==> config.mk <==
export PLATFORM = sky130hd
export DESIGN_NAME = cmd_exec_flat
export DESIGN_NICKNAME = d
export VERILOG_FILES = /design/src/rtl/cmd_icd_pkg.sv /design/src/rtl/cmd_exec_if.sv /design/src/rtl/cmd_pulse_timer.sv /design/src/rtl/cmd_exec.sv /design/src/flat_wrapper.sv
export SDC_FILE = /design/constraint.sdc
export NUM_CORES = 1
export LEC_CHECK = 0
export ABC_AREA = 1
export CORE_ASPECT_RATIO = 0.9
export CORE_MARGIN = 3
export CORE_UTILIZATION = 42
export DETAILED_ROUTE_END_ITERATION = 16
export PLACE_DENSITY = 0.85
export SYNTH_ARGS = -nofsm -noshare
export SYNTH_HDL_FRONTEND = slang
export SYNTH_HIERARCHICAL = 1
export SYNTH_SLANG_ARGS = --single-unit
export TNS_END_PERCENT = 5
==> constraint.sdc <==
create_clock -name clk -period 1.5 [get_ports clk]
set_input_delay 0.45 -clock clk [delete_from_list [all_inputs] [get_ports clk]]
set_output_delay 0.45 -clock clk [all_outputs]
set_load 0.02 [all_outputs]
==> src/rtl/cmd_icd_pkg.sv <==
`default_nettype none
// =============================================================================
// cmd_icd_pkg : command word field map, command IDs and executor sizing
// Rev 1.1     : adds bank/output sizing for cmd_exec
// =============================================================================
package cmd_icd_pkg;

  localparam int CMD_W = 32;

  localparam int ID_MSB          = 31;
  localparam int ID_LSB          = 28;
  localparam int BANK_RSV_HI_MSB = 27;
  localparam int BANK_RSV_HI_LSB = 16;
  localparam int BANK_VAL_MSB    = 15;
  localparam int BANK_VAL_LSB    = 8;
  localparam int BANK_RSV_LO_MSB = 7;
  localparam int BANK_RSV_LO_LSB = 4;
  localparam int BANK_EN_MSB     = 3;
  localparam int BANK_EN_LSB     = 0;
  localparam int OUT_RSV_MSB     = 27;
  localparam int OUT_RSV_LSB     = 5;
  localparam int OUT_PAT_MSB     = 4;
  localparam int OUT_PAT_LSB     = 0;

  localparam int NUM_BANKS   = 4;
  localparam int BANK_VAL_W  = 8;
  localparam int OUT_W       = 5;
  localparam int ERR_CNT_W   = 8;
  localparam int PULSE_CNT_W = 8;

  typedef enum logic [3:0] {
    CMD_BANK = 4'b0000,
    CMD_OUT  = 4'b0001
  } cmd_id_t;

  // True when every bit of word within [msb:lsb] is zero.
  function automatic logic field_zero(input logic [CMD_W-1:0] word,
                                      input int msb, input int lsb);
    logic zero;
    zero = 1'b1;
    for (int i = 0; i < CMD_W; i++) begin
      if (i >= lsb && i <= msb && word[i]) zero = 1'b0;
    end
    return zero;
  endfunction

endpackage
`default_nettype wire

==> src/rtl/cmd_exec_if.sv <==
`default_nettype none
// =============================================================================
// cmd_exec_if : valid/ready command word channel into cmd_exec
// Rev 1.0     : initial release
// =============================================================================
interface cmd_exec_if;
  import cmd_icd_pkg::*;

  logic             cmd_valid;
  logic             cmd_ready;
  logic [CMD_W-1:0] cmd_data;

  modport master (output cmd_valid, output cmd_data, input  cmd_ready);
  modport slave  (input  cmd_valid, input  cmd_data, output cmd_ready);

endinterface
`default_nettype wire

==> src/rtl/cmd_pulse_timer.sv <==
`default_nettype none
// =============================================================================
// cmd_pulse_timer : load / count-down / done timer for the OUT pulse
// Rev 1.0         : initial release
// =============================================================================
module cmd_pulse_timer
  import cmd_icd_pkg::*;
#(
  parameter int OUT_PULSE_CYCLES = 4
) (
  input  wire  clk,
  input  wire  rst_n,
  input  wire  load,
  input  wire  run,
  output logic done
);

  // Loading N-1 makes done coincide with the last pulse cycle.
  localparam logic [PULSE_CNT_W-1:0] LOAD_VAL = PULSE_CNT_W'(OUT_PULSE_CYCLES - 1);

  logic [PULSE_CNT_W-1:0] cnt_q;
  logic [PULSE_CNT_W-1:0] cnt_d;

  always_comb begin
    cnt_d = cnt_q;
    if (load) begin
      cnt_d = LOAD_VAL;
    end else if (run && cnt_q != '0) begin
      cnt_d = cnt_q - 1'b1;
    end
  end

  always_ff @(posedge clk or negedge rst_n) begin
    if (!rst_n) cnt_q <= '0;
    else        cnt_q <= cnt_d;
  end

  assign done = (cnt_q == '0);

endmodule
`default_nettype wire

==> src/rtl/cmd_exec.sv <==
`default_nettype none
// =============================================================================
// cmd_exec : decodes command words into bank writes, OUT pulses and error flags
// Rev 1.0  : initial release
// =============================================================================
module cmd_exec
  import cmd_icd_pkg::*;
#(
  parameter int OUT_PULSE_CYCLES = 4
) (
  input  wire                              clk,
  input  wire                              rst_n,
  cmd_exec_if.slave                        cmd,
  output logic [NUM_BANKS*BANK_VAL_W-1:0]  bank_q,
  output logic [NUM_BANKS-1:0]             bank_upd,
  output logic [OUT_W-1:0]                 out_val,
  output logic                             out_active,
  output logic                             err_pulse,
  output logic [ERR_CNT_W-1:0]             err_count
);

  typedef enum logic [0:0] {
    ST_IDLE  = 1'b0,
    ST_PULSE = 1'b1
  } state_t;

  state_t                          state_q, state_d;
  logic [NUM_BANKS*BANK_VAL_W-1:0] banks_q, banks_d;
  logic [NUM_BANKS-1:0]            bank_upd_q, bank_upd_d;
  logic [OUT_W-1:0]                out_val_q, out_val_d;
  logic                            err_pulse_q, err_pulse_d;
  logic [ERR_CNT_W-1:0]            err_count_q, err_count_d;

  logic    accept;
  cmd_id_t cmd_id;
  logic    bank_ok;
  logic    out_ok;
  logic    timer_load;
  logic    timer_done;

  assign cmd.cmd_ready = (state_q == ST_IDLE);
  assign accept        = cmd.cmd_valid && cmd.cmd_ready;

  assign cmd_id  = cmd_id_t'(cmd.cmd_data[ID_MSB:ID_LSB]);
  assign bank_ok = (cmd_id == CMD_BANK)
                && field_zero(cmd.cmd_data, BANK_RSV_HI_MSB, BANK_RSV_HI_LSB)
                && field_zero(cmd.cmd_data, BANK_RSV_LO_MSB, BANK_RSV_LO_LSB);
  assign out_ok  = (cmd_id == CMD_OUT)
                && field_zero(cmd.cmd_data, OUT_RSV_MSB, OUT_RSV_LSB);

  cmd_pulse_timer #(
    .OUT_PULSE_CYCLES (OUT_PULSE_CYCLES)
  ) u_pulse_timer (
    .clk   (clk),
    .rst_n (rst_n),
    .load  (timer_load),
    .run   (state_q == ST_PULSE),
    .done  (timer_done)
  );

  always_comb begin
    state_d     = state_q;
    banks_d     = banks_q;
    bank_upd_d  = '0;
    out_val_d   = out_val_q;
    err_pulse_d = 1'b0;
    err_count_d = err_count_q;
    timer_load  = 1'b0;

    if (accept) begin
      if (bank_ok) begin
        for (int i = 0; i < NUM_BANKS; i++) begin
          if (cmd.cmd_data[BANK_EN_LSB + i]) begin
            banks_d[i*BANK_VAL_W +: BANK_VAL_W] = cmd.cmd_data[BANK_VAL_MSB:BANK_VAL_LSB];
            bank_upd_d[i]                       = 1'b1;
          end
        end
      end else if (out_ok) begin
        out_val_d  = cmd.cmd_data[OUT_PAT_MSB:OUT_PAT_LSB];
        state_d    = ST_PULSE;
        timer_load = 1'b1;
      end else begin
        err_pulse_d = 1'b1;
        if (err_count_q != '1) err_count_d = err_count_q + 1'b1;
      end
    end

    // Accepts only happen in IDLE, so pulse exit never races a new load.
    if (state_q == ST_PULSE && timer_done) begin
      state_d   = ST_IDLE;
      out_val_d = '0;
    end
  end

  always_ff @(posedge clk or negedge rst_n) begin
    if (!rst_n) begin
      state_q     <= ST_IDLE;
      banks_q     <= '0;
      bank_upd_q  <= '0;
      out_val_q   <= '0;
      err_pulse_q <= 1'b0;
      err_count_q <= '0;
    end else begin
      state_q     <= state_d;
      banks_q     <= banks_d;
      bank_upd_q  <= bank_upd_d;
      out_val_q   <= out_val_d;
      err_pulse_q <= err_pulse_d;
      err_count_q <= err_count_d;
    end
  end

  assign bank_q     = banks_q;
  assign bank_upd   = bank_upd_q;
  assign out_val    = out_val_q;
  assign out_active = (state_q == ST_PULSE);
  assign err_pulse  = err_pulse_q;
  assign err_count  = err_count_q;

endmodule
`default_nettype wire

==> src/flat_wrapper.sv <==
// flat-port wrapper written by rule: the top's interface ports become plain ports
module cmd_exec_flat import cmd_icd_pkg::*;
#(
  parameter int OUT_PULSE_CYCLES = 4
)
  (clk, rst_n, bank_q, bank_upd, out_val, out_active, err_pulse, err_count, cmd_cmd_valid, cmd_cmd_data, cmd_cmd_ready);
  cmd_exec_if cmd_i ();
  input  wire clk;
  input  wire rst_n;
  output logic [NUM_BANKS*BANK_VAL_W-1:0] bank_q;
  output logic [NUM_BANKS-1:0] bank_upd;
  output logic [OUT_W-1:0] out_val;
  output logic out_active;
  output logic err_pulse;
  output logic [ERR_CNT_W-1:0] err_count;
  input wire logic [$bits(cmd_i.cmd_valid)-1:0] cmd_cmd_valid;
  input wire logic [$bits(cmd_i.cmd_data)-1:0] cmd_cmd_data;
  output wire logic [$bits(cmd_i.cmd_ready)-1:0] cmd_cmd_ready;
  assign cmd_i.cmd_valid = cmd_cmd_valid;
  assign cmd_i.cmd_data = cmd_cmd_data;
  assign cmd_cmd_ready = cmd_i.cmd_ready;
  cmd_exec #(.OUT_PULSE_CYCLES(OUT_PULSE_CYCLES)) u_core (.clk(clk), .rst_n(rst_n), .cmd(cmd_i), .bank_q(bank_q), .bank_upd(bank_upd), .out_val(out_val), .out_active(out_active), .err_pulse(err_pulse), .err_count(err_count));
endmodule
==> impl_results.html <==
<table>
<tr><th>Metric</th><th>Value</th></tr>
<tr><th colspan="2">Detailed routing</th></tr>
<tr><td>Pre-antenna DRT Iters</td><td>5</td></tr>
<tr><td>Number of DRC markers in iteration 0</td><td>~110</td></tr>
<tr><td>Detail-routed net length per standard cell</td><td>roughly 16 um</td></tr>
<tr><td>Vias per Instance</td><td>~5.2</td></tr>
<tr><td>Number of vias in the routed layout</td><td>about 2800</td></tr>
<tr><td>Post-Route WL</td><td>8.52 mm</td></tr>
<tr><td>Detailed-route DRC error count</td><td>0</td></tr>
<tr><td>Post-route antenna net violation count</td><td>0</td></tr>
<tr><th colspan="2">Place</th></tr>
<tr><td>Final HPWL from detailed placement</td><td>between 5 and 6 mm</td></tr>
<tr><td>Cell area after placement</td><td>roughly 0.0040 mm2</td></tr>
<tr><td>Post-Place Cells</td><td>503</td></tr>
<tr><td>Port Buf Inserts</td><td>86</td></tr>
<tr><td>Pre-CTS setup slack</td><td>-0.632 ns</td></tr>
<tr><td>Global placement routability congestion</td><td>about 0.86</td></tr>
<tr><th colspan="2">Power and ir drop</th></tr>
<tr><td>Share of power burned in registers</td><td>a little over two fifths</td></tr>
<tr><td>P_sw</td><td>1.02 mW</td></tr>
<tr><td>Worst voltage drop across the vdd grid</td><td>about 0.65 mV</td></tr>
<tr><td>Switching Fraction</td><td>25.8%</td></tr>
<tr><td>Clock power share</td><td>a little over two fifths</td></tr>
<tr><td>Logic pwr share</td><td>15.4%</td></tr>
<tr><td>Leakage power summed over all cells</td><td>2.34 nW</td></tr>
<tr><td>Post-route total power</td><td>about 4 mW</td></tr>
<tr><td>Power density over cell area</td><td>approximately 900 mW/mm2</td></tr>
<tr><td>Cell internal power dissipation</td><td>2.94 mW</td></tr>
<tr><th colspan="2">Logic synthesis</th></tr>
<tr><td>Synthesis-stage register bit count</td><td>59</td></tr>
<tr><td>Net Count, Synth</td><td>between 300 and 400</td></tr>
<tr><td>Portion of the post-synthesis area used by sequential elements</td><td>between 50% and 60%</td></tr>
<tr><td>Multiplexer share of the synthesized area</td><td>0%</td></tr>
<tr><td>Combinational family with the most area after synthesis</td><td>simple AND/OR/NAND/NOR gates</td></tr>
<tr><td>Adder and majority gate portion of the synthesized area</td><td>under 10%</td></tr>
<tr><td>Share of the synthesized area in compound gates (AO/OA/AOI/OAI)</td><td>under 10%</td></tr>
<tr><td>Number of warnings issued by yosys</td><td>6</td></tr>
<tr><td>Simple logic cell fraction of the synthesized area</td><td>between 20% and 30%</td></tr>
<tr><td>Parity-gate share of the synthesized area counting xor and xnor cells</td><td>under 10%</td></tr>
<tr><td>Synth Instances</td><td>around 310</td></tr>
<tr><td>Number of unique standard cell types used by synthesis</td><td>26</td></tr>
<tr><td>Area of the mapped netlist</td><td>approximately 0.0028 mm2</td></tr>
<tr><td>Syn avg cell area</td><td>approximately 9.0 um2</td></tr>
<tr><th colspan="2">Timing</th></tr>
<tr><td>Final Skew</td><td>about 0.008 ns</td></tr>
<tr><td>Final Hold Violating Endpoints</td><td>0</td></tr>
<tr><td>Max Freq</td><td>~670 MHz</td></tr>
<tr><td>Total setup violations reported at the end of the flow</td><td>0</td></tr>
<tr><td>Number of pins with negative max-slew slack in the final report</td><td>0</td></tr>
<tr><td>Transition time of the tightest slew-check pin</td><td>around 0.38 ns</td></tr>
<tr><td>Final worst path period share</td><td>99.0%</td></tr>
<tr><td>Post-route minimum period</td><td>1.48 ns</td></tr>
<tr><td>Remaining max-slew budget at the tightest pin</td><td>74.4%</td></tr>
<tr><td>Final worst slack</td><td>between 0.015 and 0.02 ns</td></tr>
<tr><td>Total Neg Setup Slack</td><td>0 ns</td></tr>
<tr><td>Unrepaired setup endpoints after global routing</td><td>true</td></tr>
<tr><td>Worst-case hold slack</td><td>about 0.48 ns</td></tr>
<tr><th colspan="2">Clocking</th></tr>
<tr><td>Clock transition at the registers of the reported paths</td><td>approximately 0.070 ns</td></tr>
<tr><td>Clock Path Buffers</td><td>2</td></tr>
<tr><td>H-tree depth</td><td>3</td></tr>
<tr><td>Clk root buf</td><td>sky130_fd_sc_hd__clkbuf_8</td></tr>
<tr><td>Number of clock sinks seen by CTS</td><td>59</td></tr>
<tr><td>Clock latency on the worst-skew pair</td><td>around 0.34 ns</td></tr>
<tr><td>TritonCTS buffer count</td><td>9</td></tr>
<tr><td>Clock tree from TritonCTS</td><td>done</td></tr>
<tr><th colspan="2">Cells and area</th></tr>
<tr><td>Ant diodes</td><td>0</td></tr>
<tr><td>Area Growth Syn to Fin</td><td>58.1%</td></tr>
<tr><td>Final std cell area, no fill</td><td>~0.0044 mm2</td></tr>
<tr><td>Net count, final</td><td>between 400 and 500</td></tr>
<tr><td>Share of post-route cells with drive strength above 1</td><td>approximately a third</td></tr>
<tr><td>Utilization after layout</td><td>70.1%</td></tr>
<tr><td>Fillers</td><td>476</td></tr>
<tr><td>Number of standard cells in the final layout excluding fillers</td><td>around 540</td></tr>
<tr><th colspan="2">Floorplanning</th></tr>
<tr><td>Number of placement rows</td><td>27</td></tr>
<tr><td>Initial core utilization</td><td>44.3%</td></tr>
<tr><td>I/O pin cnt</td><td>87</td></tr>
<tr><td>Horiz. Die Dim</td><td>roughly 90 um</td></tr>
<tr><td>Die Span Y</td><td>around 83 um</td></tr>
<tr><td>Area of the core</td><td>0.00628 mm2</td></tr>
<tr><td>Area of the die</td><td>0.00765 mm2</td></tr>
<tr><th colspan="2">Worst setup path</th></tr>
<tr><td>Crit path buffers/inverters</td><td>3</td></tr>
<tr><td>Most used cell along the critical path</td><td>sky130_fd_sc_hd__nand2_1</td></tr>
<tr><td>Ordered list of cells on the worst path</td><td>clkdlybuf4s50_1 -&gt; nand2_1 -&gt; inv_4 -&gt; buf_4 -&gt; nand3_2 -&gt; nand2_1 -&gt; o21ai_1</td></tr>
<tr><td>CP arrival</td><td>~1.7 ns</td></tr>
<tr><td>CP top delay family</td><td>buffers and inverters</td></tr>
<tr><td>Startpoint types</td><td>input pin</td></tr>
<tr><td>Highest cell delay on the worst timing path</td><td>0.46 ns</td></tr>
<tr><td>Maximum fanout along the worst path</td><td>8</td></tr>
<tr><td>Worst setup path category</td><td>input pin to flop</td></tr>
<tr><td>Endpoint type of the worst setup path</td><td>flop</td></tr>
<tr><td>Cell with the biggest individual delay on the critical path</td><td>sky130_fd_sc_hd__clkdlybuf4s50_1</td></tr>
<tr><td>Data required time of the worst path</td><td>1.73 ns</td></tr>
<tr><th colspan="2">Global route</th></tr>
<tr><td>Global-route wire length before repair</td><td>12.1 mm</td></tr>
<tr><td>Vias in the first global route</td><td>2528</td></tr>
<tr><td>Overall fraction of global-route tracks in use</td><td>20.2%</td></tr>
<tr><td>Number of antenna violations at the first check in global routing</td><td>0</td></tr>
<tr><td>Final global-route overflow total</td><td>0</td></tr>
<tr><td>Maximum number of pins on one net before global-route repair</td><td>between 50 and 60</td></tr>
<tr><th colspan="2">Job</th></tr>
<tr><td>Maximum Capacitance Violations</td><td>0</td></tr>
<tr><th colspan="2">Status</th></tr>
<tr><td>Status</td><td>finished, final reports clean</td></tr>
<tr><th colspan="2">Hold path</th></tr>
<tr><td>Worst hold path type</td><td>flop to flop</td></tr>
</table>
## registers in the layout, indices dropped and copies added, names as in the netlist
signal / flops
u_core/bank_q: 32
u_core/bank_upd: 4
u_core/err_count: 8
u_core/err_pulse: 1
u_core/out_active: 1
u_core/out_val: 5
u_core/u_pulse_timer/cnt_q: 8
## final timing paths
kind                                      from                   to  cells after the start  slack [ns]
max                              cmd_cmd_valid    u_core/bank_q[28]                      7        0.02
min                           u_core/bank_q[9]     u_core/bank_q[9]                      2        0.48
max reg2reg                u_core/err_count[0]  u_core/err_count[3]                      7        0.03
min reg2reg                   u_core/bank_q[9]     u_core/bank_q[9]                      2        0.48
max in group asynchronous                rst_n  u_core/err_count[5]                      3        0.47
min in group asynchronous                rst_n   u_core/bank_upd[1]                      2        0.50
## cell usage after synthesis (all sizes together)
cell	count	area, um2
a21o	1	7.51
and2	1	6.26
buf	5	50.0
dfrtp	59	1480
ha	3	37.5
inv	32	120
nand2	93	357
nand3	19	150
nand4	21	138
nor2	30	173
nor3	1	5.00
o211ai	1	7.51
o21ai	35	198
xnor2	1	8.76
xor2	6	52.6
## worst min-delay path, delay by kind of cell (launching register included)
| kind | cells | cell delay, ns |
|---|---|---|
| DFF | 1 | 0.34 |
| and+or+nand+nor | 1 | 0.06 |
| AOI/OAI and AO/OA | 1 | 0.05 |
## power groups by stage
stage	clock network [mW]	registers, mW	logic, mW
2_1_floorplan	0	1.81	0.162
3_3_place_gp	0	1.73	0.605
3_5_place_dp	0	1.73	0.627
4_1_cts	1.68	1.70	0.606
5_1_grt	1.76	1.71	0.653
6_report	1.65	1.70	0.611
## layout make-up
class | count | area (um2) | area share (%)
Inverter | 32 | 128 | 2.90
Tap cell | 87 | 109 | 2.47
Clock inverter | 4 | 72.6 | 1.65
Timing Repair Buffer | 123 | 1090 | 24.8
Sequential cell | 59 | 1480 | 33.5
Clock buffer | 12 | 155 | 3.52
Multi-Input combinational cell | 220 | 1370 | 31.1
## repair_timing
item / in CTS / in global routing
endpoints found under the hold margin: 8 / 0
cloned: 0 / 8
resized for setup: 121 / 98
pin swaps: 9 / 30
setup buffers: 0 / 9
hold buffers: 1 / 0
endpoints found under the setup margin: 111 / 95
## cells by family after synthesis
family | Yosys count
simple gates | 165
compound gates | 37
buf+inv | 37
fa+ha+maj | 3
xor+xnor | 7
flops | 59
## layout by cell type, fill, tap and decap left out, types with 3 or more instances in the layout
cell,netlist,final
sky130_fd_sc_hd__inv_4,0,3
sky130_fd_sc_hd__inv_1,25,22
sky130_fd_sc_hd__dfrtp_1,59,59
sky130_fd_sc_hd__nand3_4,4,9
sky130_fd_sc_hd__ha_1,3,3
sky130_fd_sc_hd__nor2_4,3,10
sky130_fd_sc_hd__o21ai_1,27,26
sky130_fd_sc_hd__buf_12,0,4
sky130_fd_sc_hd__nor2_2,2,5
sky130_fd_sc_hd__xor2_1,6,6
sky130_fd_sc_hd__buf_6,4,4
sky130_fd_sc_hd__nor2_1,23,14
sky130_fd_sc_hd__clkbuf_8,0,11
sky130_fd_sc_hd__nand2_2,3,10
sky130_fd_sc_hd__nand4_1,20,20
sky130_fd_sc_hd__nand2_1,90,81
sky130_fd_sc_hd__o21ai_2,6,7
sky130_fd_sc_hd__inv_2,7,7
sky130_fd_sc_hd__nand3_2,1,5
sky130_fd_sc_hd__dlymetal6s2s_1,0,20
sky130_fd_sc_hd__clkdlybuf4s50_1,0,5
sky130_fd_sc_hd__clkbuf_2,0,30
sky130_fd_sc_hd__clkdlybuf4s15_1,0,17
sky130_fd_sc_hd__buf_2,1,4
sky130_fd_sc_hd__buf_4,0,28
sky130_fd_sc_hd__nand3_1,14,12
sky130_fd_sc_hd__clkdlybuf4s15_2,0,8
## per-layer routing
layer	part of all wire [%]	vias to the layer above	wire length [um]	GRT usage (%)
met4	2.5	0	210	8.50
met3	7.0	22	593	6.97
met5	0	-	0	0
met2	49	114	4180	32.0
met1	41	1348	3540	25.0
li1	-	1297	-	-
No activity file was read; power rests on OpenSTA's default activity.
